File: config.mk
export PLATFORM = sky130hd
export DESIGN_NAME = cache_unit
export DESIGN_NICKNAME = d
export VERILOG_FILES = /design/src/rtl/cache_pkg.sv /design/src/rtl/cache_unit.sv
export SDC_FILE = /design/constraint.sdc
export NUM_CORES = 2
export LEC_CHECK = 0
export CORE_ASPECT_RATIO = 2
export CORE_MARGIN = 2
export CORE_UTILIZATION = 60
export CTS_CLUSTER_DIAMETER = 120
export DETAILED_ROUTE_END_ITERATION = 10
export GPL_ROUTABILITY_DRIVEN = 0
export PLACE_DENSITY_LB_ADDON = 0.3
export SETUP_SLACK_MARGIN = 0.5
export SYNTH_ARGS = -nofsm -noshare
export SYNTH_HDL_FRONTEND = slang
export SYNTH_SLANG_ARGS = --single-unit
File: constraint.sdc
create_clock -name clk -period 33.1 [get_ports clk]
set_clock_uncertainty 0.05 [all_clocks]
set_input_delay 4.965 -clock clk [delete_from_list [all_inputs] [get_ports clk]]
set_output_delay 4.965 -clock clk [all_outputs]
set_load 0.02 [all_outputs]
File: src/rtl/cache_pkg.sv
// Shared geometry, line record and word-access helpers for the direct-mapped cache.
package cache_pkg;
  localparam int LINES  = 4;
  localparam int WORDS  = 4;
  localparam int TAG_W  = 4;
  localparam int IDX_W  = 2;
  localparam int OFF_W  = 2;
  localparam int WORD_W = 32;
  localparam int LINE_W = WORDS * WORD_W;
  localparam int BLK_W  = TAG_W + IDX_W;

  typedef struct packed {
    logic              valid;
    logic              dirty;
    logic [TAG_W-1:0]  tag;
    logic [LINE_W-1:0] data;
  } line_t;

  function automatic logic [WORD_W-1:0] word_of(input logic [LINE_W-1:0] d,
                                                input logic [OFF_W-1:0]  off);
    return d[int'(off)*WORD_W +: WORD_W];
  endfunction

  function automatic logic [LINE_W-1:0] put_word(input logic [LINE_W-1:0] d,
                                                 input logic [OFF_W-1:0]  off,
                                                 input logic [WORD_W-1:0] w);
    logic [LINE_W-1:0] r;
    r = d;
    r[int'(off)*WORD_W +: WORD_W] = w;
    return r;
  endfunction
endpackage

File: src/rtl/cache_unit.sv
// Direct-mapped, write-back, write-allocate cache: 4 lines x 4 words, flop storage,
// combinational lookup/write-back/debug paths, refill and store on the rising edge.
module cache_unit
  import cache_pkg::*;
(
  input  logic                clk,
  input  logic                reset,
  input  logic                update,
  input  logic [31:0]         addr,
  input  logic [WORD_W-1:0]   wdata,
  input  logic [LINE_W-1:0]   fill_data,
  input  logic                memwrite,
  input  logic [IDX_W-1:0]    dbg_line,
  input  logic [OFF_W-1:0]    dbg_word,
  output logic [WORD_W-1:0]   dbg_data,
  output logic                dbg_dirty,
  output logic [WORD_W-1:0]   rdata,
  output logic                miss,
  output logic                victim_dirty,
  output logic [LINE_W-1:0]   wb_data,
  output logic [BLK_W-1:0]    wb_addr
);

  line_t lines_q [LINES];
  line_t lines_d [LINES];

  logic [OFF_W-1:0] off;
  logic [IDX_W-1:0] idx;
  logic [TAG_W-1:0] tag;
  line_t            cur;
  logic             unused_addr_hi;

  assign off = addr[OFF_W-1:0];
  assign idx = addr[OFF_W +: IDX_W];
  assign tag = addr[OFF_W+IDX_W +: TAG_W];
  // Upper address bits alias onto the same block.
  assign unused_addr_hi = ^addr[31:OFF_W+IDX_W+TAG_W];

  assign cur          = lines_q[idx];
  assign miss         = !cur.valid || (cur.tag != tag);
  assign rdata        = word_of(cur.data, off);
  assign victim_dirty = cur.valid && cur.dirty;
  assign wb_data      = cur.data;
  assign wb_addr      = {cur.tag, idx};

  assign dbg_data  = word_of(lines_q[dbg_line].data, dbg_word);
  assign dbg_dirty = lines_q[dbg_line].dirty;

  // Refill wins over a coincident store; a store on a miss is dropped until refill.
  always_comb begin
    lines_d = lines_q;
    if (update) begin
      lines_d[idx].valid = 1'b1;
      lines_d[idx].dirty = 1'b0;
      lines_d[idx].tag   = tag;
      lines_d[idx].data  = fill_data;
    end else if (memwrite && !miss) begin
      lines_d[idx].dirty = 1'b1;
      lines_d[idx].data  = put_word(lines_q[idx].data, off, wdata);
    end
  end

  always_ff @(posedge clk or posedge reset) begin
    if (reset) begin
      for (int i = 0; i < LINES; i++) lines_q[i] <= '0;
    end else begin
      lines_q <= lines_d;
    end
  end

endmodule

==> summary by stage <==
STA
For the final routed database, the setup TNS stands at 0 ps. The tightest hold margin is 415 ps. The fraction of the cycle the final worst path needs is 0.428.

The highest clock frequency the design can meet is 70.6 MHz. The final number of hold-violating endpoints was 0. The count of final setup violators is 0. The final-report max-slew violation count came to 0.

The least setup slack across all paths after layout is ~19000 ps. Setup repair after global routing left no endpoint under its margin. The routed design could run at a clock period as short as ~14000 ps. Measured against its own limit, the worst slew margin works out to 0.139.

The measured slew at the worst slew-check pin is 1290 ps.

Critical path
Along the worst path, the maximum fanout reaches 55. The required time reported for the critical path endpoint is 28080 ps. The data arrival at the endpoint of the critical path is 9150 ps. The critical path goes through clkbuf_8 -> buf_4 -> buf_4 -> mux4_2 -> mux4_2 -> clkdlybuf4s50_1.

The worst setup path is launched from an input pin. The buffering stage count on the worst path with inverters included is 4. In this design, the stage delay of the slowest critical-path cell is 920 ps. The cell family with the largest share of critical-path delay is buffers and inverters. The slowest cell on the critical path is buf_4. The worst setup path is of the in -> out kind. STA classifies the critical path endpoint as an output pin.

CTS
The clock latency on the worst-skew pair is 590 ps. The number of buffers on the longest clock path is 3. The buffer cell driving the clock tree root is clkbuf_16. Clock tree synthesis found a total of 536 sinks. Post-CTS timing repair inserted 0 buffers for setup. TritonCTS built the clock tree.

Buffers inserted to repair hold after CTS numbered 0. The clock transition at the register clock pins on the worst setup and hold paths after CTS is 60 ps. The maximum level of the CTS H-tree is 2. The number of gates given a new drive strength after cts is 0. Counting the buffers created by CTS gives between 40 and 50.

Final layout
The register with the most flip-flops in the layout has 536 of them. Counting flops per register, the top entry is lines_q. Of the cells placed in the final design, the portion with a size suffix greater than 1 is 0.214. The most common library cell in the layout ignoring fill and taps is dfrtp_1. For this run, the post-layout net count is 2896.

The post-route cell area is 36800 um^2. The largest registers in the layout are lines_q: 536 flops. The library cells used most frequently in the layout, excluding fill and tap cells, are dfrtp_1, mux2i_1, inv_1, clkdlybuf4s50_1, mux4_2. Relative to the synthesized area, the layout overhead comes to 17.9%.

Synthesis
The dominant register cell in the synthesized netlist is dfrtp_1. The post-synthesis average cell area is 12.9 um^2. For this run, asynchronously set or reset flops after synthesis account for 1.00. The total nets after synthesis is 2619. The number of synthesized flops with an enable pin is 0. Yosys printed 0 warnings. Synthesis instantiated 45 different standard cells from the library. Synthesis handed over a netlist of 2414 instances.

The sequential area share after synthesis is 0.429. Counting flops and latches in the post-synthesis netlist gives about 540. The cell area that synthesis handed to floorplanning was approximately 31000 um^2.

Drt
The detail route stage leaves a number of antenna-violating nets equal to 0. The first TritonRoute pass finished after 6 iterations. Wires add up to 94.0 mm. The detailed router's first-iteration violation count is 1836.

Using the TritonRoute via totals, the vias-per-cell ratio works out to roughly 6.6. The DRC violation count after routing is 0. The routed layout has 22.4k vias. In the final routed layout, each cell accounts on average for 27.7 um.

Global route
The total overflow reported by the global router is 0. The number of global-route vias before repair is 25.0k. The maximum number of pins on one net before global-route repair is 143. The number of antenna violations at the first check in global routing is 2. For this run, the total global-route usage over all layers was measured as 0.359. The wire length of the first global-routing pass is 145 mm.

Placed design
The HPWL after detailed placement is 58.8 mm. Once placement finished, the instance area stood at between 30000 and 40000 um^2. Timing analysis after detailed placement gives a worst setup slack of 18940 ps. Port buffering added between 300 and 400 buffers.

Floorplanning
The placeable core region is 51700 um^2. In this run the core area contains 118 standard-cell rows. The die outline width is 165 um.

The starting density of the core is 0.605. The die height is 327 um. The number of I/O pins is ~400. The die covers 54000 um^2.

Run status
The flow ran to the end, and the final reports show no timing, DRC or antenna violations.

Power
The analysis attributes to cell leakage a power of approximately 16 nW. Across the VDD grid, the largest voltage drop is around 0.00006 V. The design draws 2.74 mW.

The power density over cell area is 74.3 nW/um^2.

Flow run
Across the run, the number of max-cap violations was 0.

Worst hold path
The path type of the worst min-delay path is reg -> reg.
-- layer usage --
layer	vias up	global-route usage	routed length, um	part of all wire
li1	9275	-	-	-
met2	1229	0.599	47500	0.51
met4	2	0.225	6470	0.069
met3	360	0.0814	8080	0.086
met5	-	0	10	0.00011
met1	11520	0.417	31900	0.34
-- logic make-up after synthesis --
kind of cell	count (synthesis)	share of synthesized area
xor gates and xnor gates	8	0.00248
buffers and inverters	581	0.0787
AOI/OAI and AO/OA	268	0.0543
muxes	859	0.411
adders and majority gates	5	0.00200
and+or+nand+nor	157	0.0219
DFF	536	0.429
-- final timing paths --
check                              from           end  slack (ps)  cells past startpoint
setup reg to reg           lines_q[263]  lines_q[423]       28370                      8
setup / recovery                addr[3]     rdata[13]       18940                      6
hold / removal             lines_q[133]  lines_q[133]         420                      1
hold reg to reg            lines_q[133]  lines_q[133]         420                      1
max in group asynchronous         reset  lines_q[452]       25360                      4
min in group asynchronous         reset  lines_q[326]        4910                      2
-- final cells by class --
class | count | area, um^2
diodes | 1 | 2.50
fillers | 3524 | 14900
repair buffers | 416 | 4080
multi-input cells | 1297 | 15400
inverters | 392 | 1480
flip-flops and latches | 536 | 13400
well taps | 660 | 826
clock buffers | 72 | 1440
clock inverters | 12 | 138
-- worst reg2reg max path, delay by kind of cell (launching register included) --
kind                      cells  cell delay, ps
DFF                           1             370
buffers and inverters         3            2420
xor gates and xnor gates      1             380
and+or+nand+nor               1             550
muxes                         2             690
AOI/OAI and AO/OA             1             140
-- cells in the mapped netlist, types with 3 or more instances --
master	n	area share
mux2_1	28	0.010
inv_1	390	0.047
nor2_1	100	0.012
a22oi_1	128	0.031
xnor2_1	5	0.0014
buf_6	8	0.0029
o21ai_0	32	0.0051
o21ai_1	3	0.00048
o21a_1	3	0.00072
buf_4	47	0.011
mux2_2	116	0.042
a21oi_1	97	0.016
mux2i_1	390	0.12
dfrtp_1	536	0.43
clkbuf_1	76	0.0091
buf_2	34	0.0054
buf_1	24	0.0029
ha_1	5	0.0020
nand2_1	32	0.0038
mux4_2	325	0.23
-- stage by stage --
stage,utilization,cells
finish,0.713,3386
global route,0.713,3386
CTS,0.713,3385
detailed placement,0.682,3301
global placement,0.682,3301
floorplan,-,2414
-- power by group --
group          leakage [nW]  switching, mW  internal [mW]  total, mW
registers              6.51          0.166          0.877       1.04
logic                  8.84          0.543          0.576       1.12
clock network         0.783          0.252          0.323      0.575
total                  16.1          0.960           1.78       2.74
Note: power is estimated with default switching activity, not from simulation.
==> variant (same settings) <==
Put a register stage on the outputs `dbg_data`, `dbg_dirty`, `rdata`, `victim_dirty`, `wb_data` and `wb_addr`, without a reset. The values now appear one clock later. The other outputs are not delayed to match.
--- a/src/rtl/cache_unit.sv
+++ b/src/rtl/cache_unit.sv
@@ -38,13 +38,15 @@
 
   assign cur          = lines_q[idx];
   assign miss         = !cur.valid || (cur.tag != tag);
-  assign rdata        = word_of(cur.data, off);
-  assign victim_dirty = cur.valid && cur.dirty;
-  assign wb_data      = cur.data;
-  assign wb_addr      = {cur.tag, idx};
+  always_ff @(posedge clk) begin
+    dbg_data     <= word_of(lines_q[dbg_line].data, dbg_word);
+    dbg_dirty    <= lines_q[dbg_line].dirty;
+    rdata        <= word_of(cur.data, off);
+    victim_dirty <= cur.valid && cur.dirty;
+    wb_data      <= cur.data;
+    wb_addr      <= {cur.tag, idx};
+  end
 
-  assign dbg_data  = word_of(lines_q[dbg_line].data, dbg_word);
-  assign dbg_dirty = lines_q[dbg_line].dirty;
 
   // Refill wins over a coincident store; a store on a miss is dropped until refill.
   always_comb begin
Function: not settled (the Yosys comparison gave no result); the edit may change what the design does.
==> variant against the unedited design <==
  * Worst setup slack better by 1.4 ns
  * Synthesized cell count up 13%
  * Hold slack better by 0.021 ns
  * Area after synthesis up 13%
  * Design area up 14%
  * Sequential cell count up 200
  * Cell count up 13%
  * Non-clock buffer count down 7
  * Total power up 22%
  * Clock power up 42%
  * Wire length up 2.8%
==> variant: results (changes against the unedited design) <==
| Metric | Value | Unit | Change |
| --- | --- | --- | --- |
| Register-to-Register Setup Slack | 28.95 | ns | was 28.37 ns |
| Share of the yosys chip area belonging to registers | 0.492 | - | was 0.429 |
| Overall global routing resource usage | 0.323 | - | was 0.359 |
| Number of buffers other than clock buffers in the final layout | 409 | - | was 416 |
| Cell count after synthesis | 2723 | - | was 2414 |
| Endpoint, Worst Hold | lines_q[267] | - | was lines_q[133] |
| Non-CTS inverters | 519 | - | was 392 |
| Post-DR wirelength/cell | 25.2 | µm | was 27.7 µm |
| Global-route wire length before repair | 150000 | µm | was 145000 µm |
| Number of nets in the finished design | 3216 | - | was 2896 |
| VDD IR-drop max | 0.0653 | mV | was 0.0587 mV |
| Clock buf count | 82 | - | was 72 |
| Cell at the slowest stage of the critical path | buf_6 | - | was buf_4 |
| DRT iter0 DRCs | 2170 | - | was 1836 |
| Worst reg2reg startpoint | lines_q[131] | - | was lines_q[263] |
| Switching portion of total power | 0.326 | - | was 0.351 |
| Fraction of synthesis flops using an asynchronous set or reset pin | 0.728 | - | was 1.00 |
| Worst min-delay path startpoint | lines_q[267] | - | was lines_q[133] |
| Clock-cell share of area | 0.0543 | - | was 0.0429 |
| Pin count of the biggest net entering global routing | 119 | - | was 143 |
| Arrival @ worst endpoint | 7.73 | ns | was 9.15 ns |
| Relative contribution of combinational cells to total power | 0.331 | - | was 0.409 |
| Crit-path max cell delay | 0.70 | ns | was 0.92 ns |
| Xor and xnor fraction of the mapped netlist area | 0.000989 | - | was 0.00248 |
| Cell depth of the worst flop-to-flop path | 7 | - | was 8 |
| Worst hold margin | 0.437 | ns | was 0.415 ns |
| Final period util | 0.385 | - | was 0.428 |
| Placed cell count | 3716 | - | was 3301 |
| Worst-Margin Slew | 1.25 | ns | was 1.29 ns |
| Net count after synthesis | 2928 | - | was 2619 |
| Via-per-instance ratio | 6.15 | - | was 6.61 |
| Vias in the first global route | 25400 | - | was 25000 |
| Storage cell area | 0.0174 | mm² | was 0.0134 mm² |
| Status | finished, final reports clean | - | unchanged |
| Fraction of cell area in non-clock buffers | 0.0968 | - | was 0.111 |
| Number of sinks driven by the clock tree | 736 | - | was 536 |
| Critical Path Source | addr[2] | - | was addr[3] |
| Total area of multi-input combinational cells | 0.0152 | mm² | was 0.0154 mm² |
| Cell Area, Placed | 0.0395 | mm² | was 0.0352 mm² |
## variant: cell types whose count changed after synthesis, sizes merged, moves of 7 or more
cell / delta
mux2i: +122
inv: +129
dfxtp: +200
mux2: -128
buf: -7
a21oi: +31
nor2: +31
nand2: -26
o21ai: -33
## variant: routing by layer
metal / part of all wire / routed length [µm] / GRT usage
met1: 0.38 / 37100 / 0.430
met2: 0.49 / 47300 / 0.532
met3: 0.093 / 8990 / 0.0691
met4: 0.032 / 3080 / 0.106
met5: 0.00067 / 65 / 0
## variant: worst max-delay path by stage
stage | end | slack (ns) | depth (start not counted)
after floorplan | lines_q[0] | 13.10 | 1
after global placement | miss | 20.36 | 6
after detailed placement | miss | 20.37 | 6
after CTS | miss | 20.35 | 6
after global routing | miss | 20.28 | 6
final | miss | 20.35 | 6
## variant: critical path: cells and delay by family
| kind | cells | cell delay (ns) |
|---|---|---|
| muxes | 1 | 0.63 |
| and+or+nand+nor | 2 | 0.63 |
| buffers and inverters | 2 | 1.24 |
| xor gates and xnor gates | 1 | 0.22 |
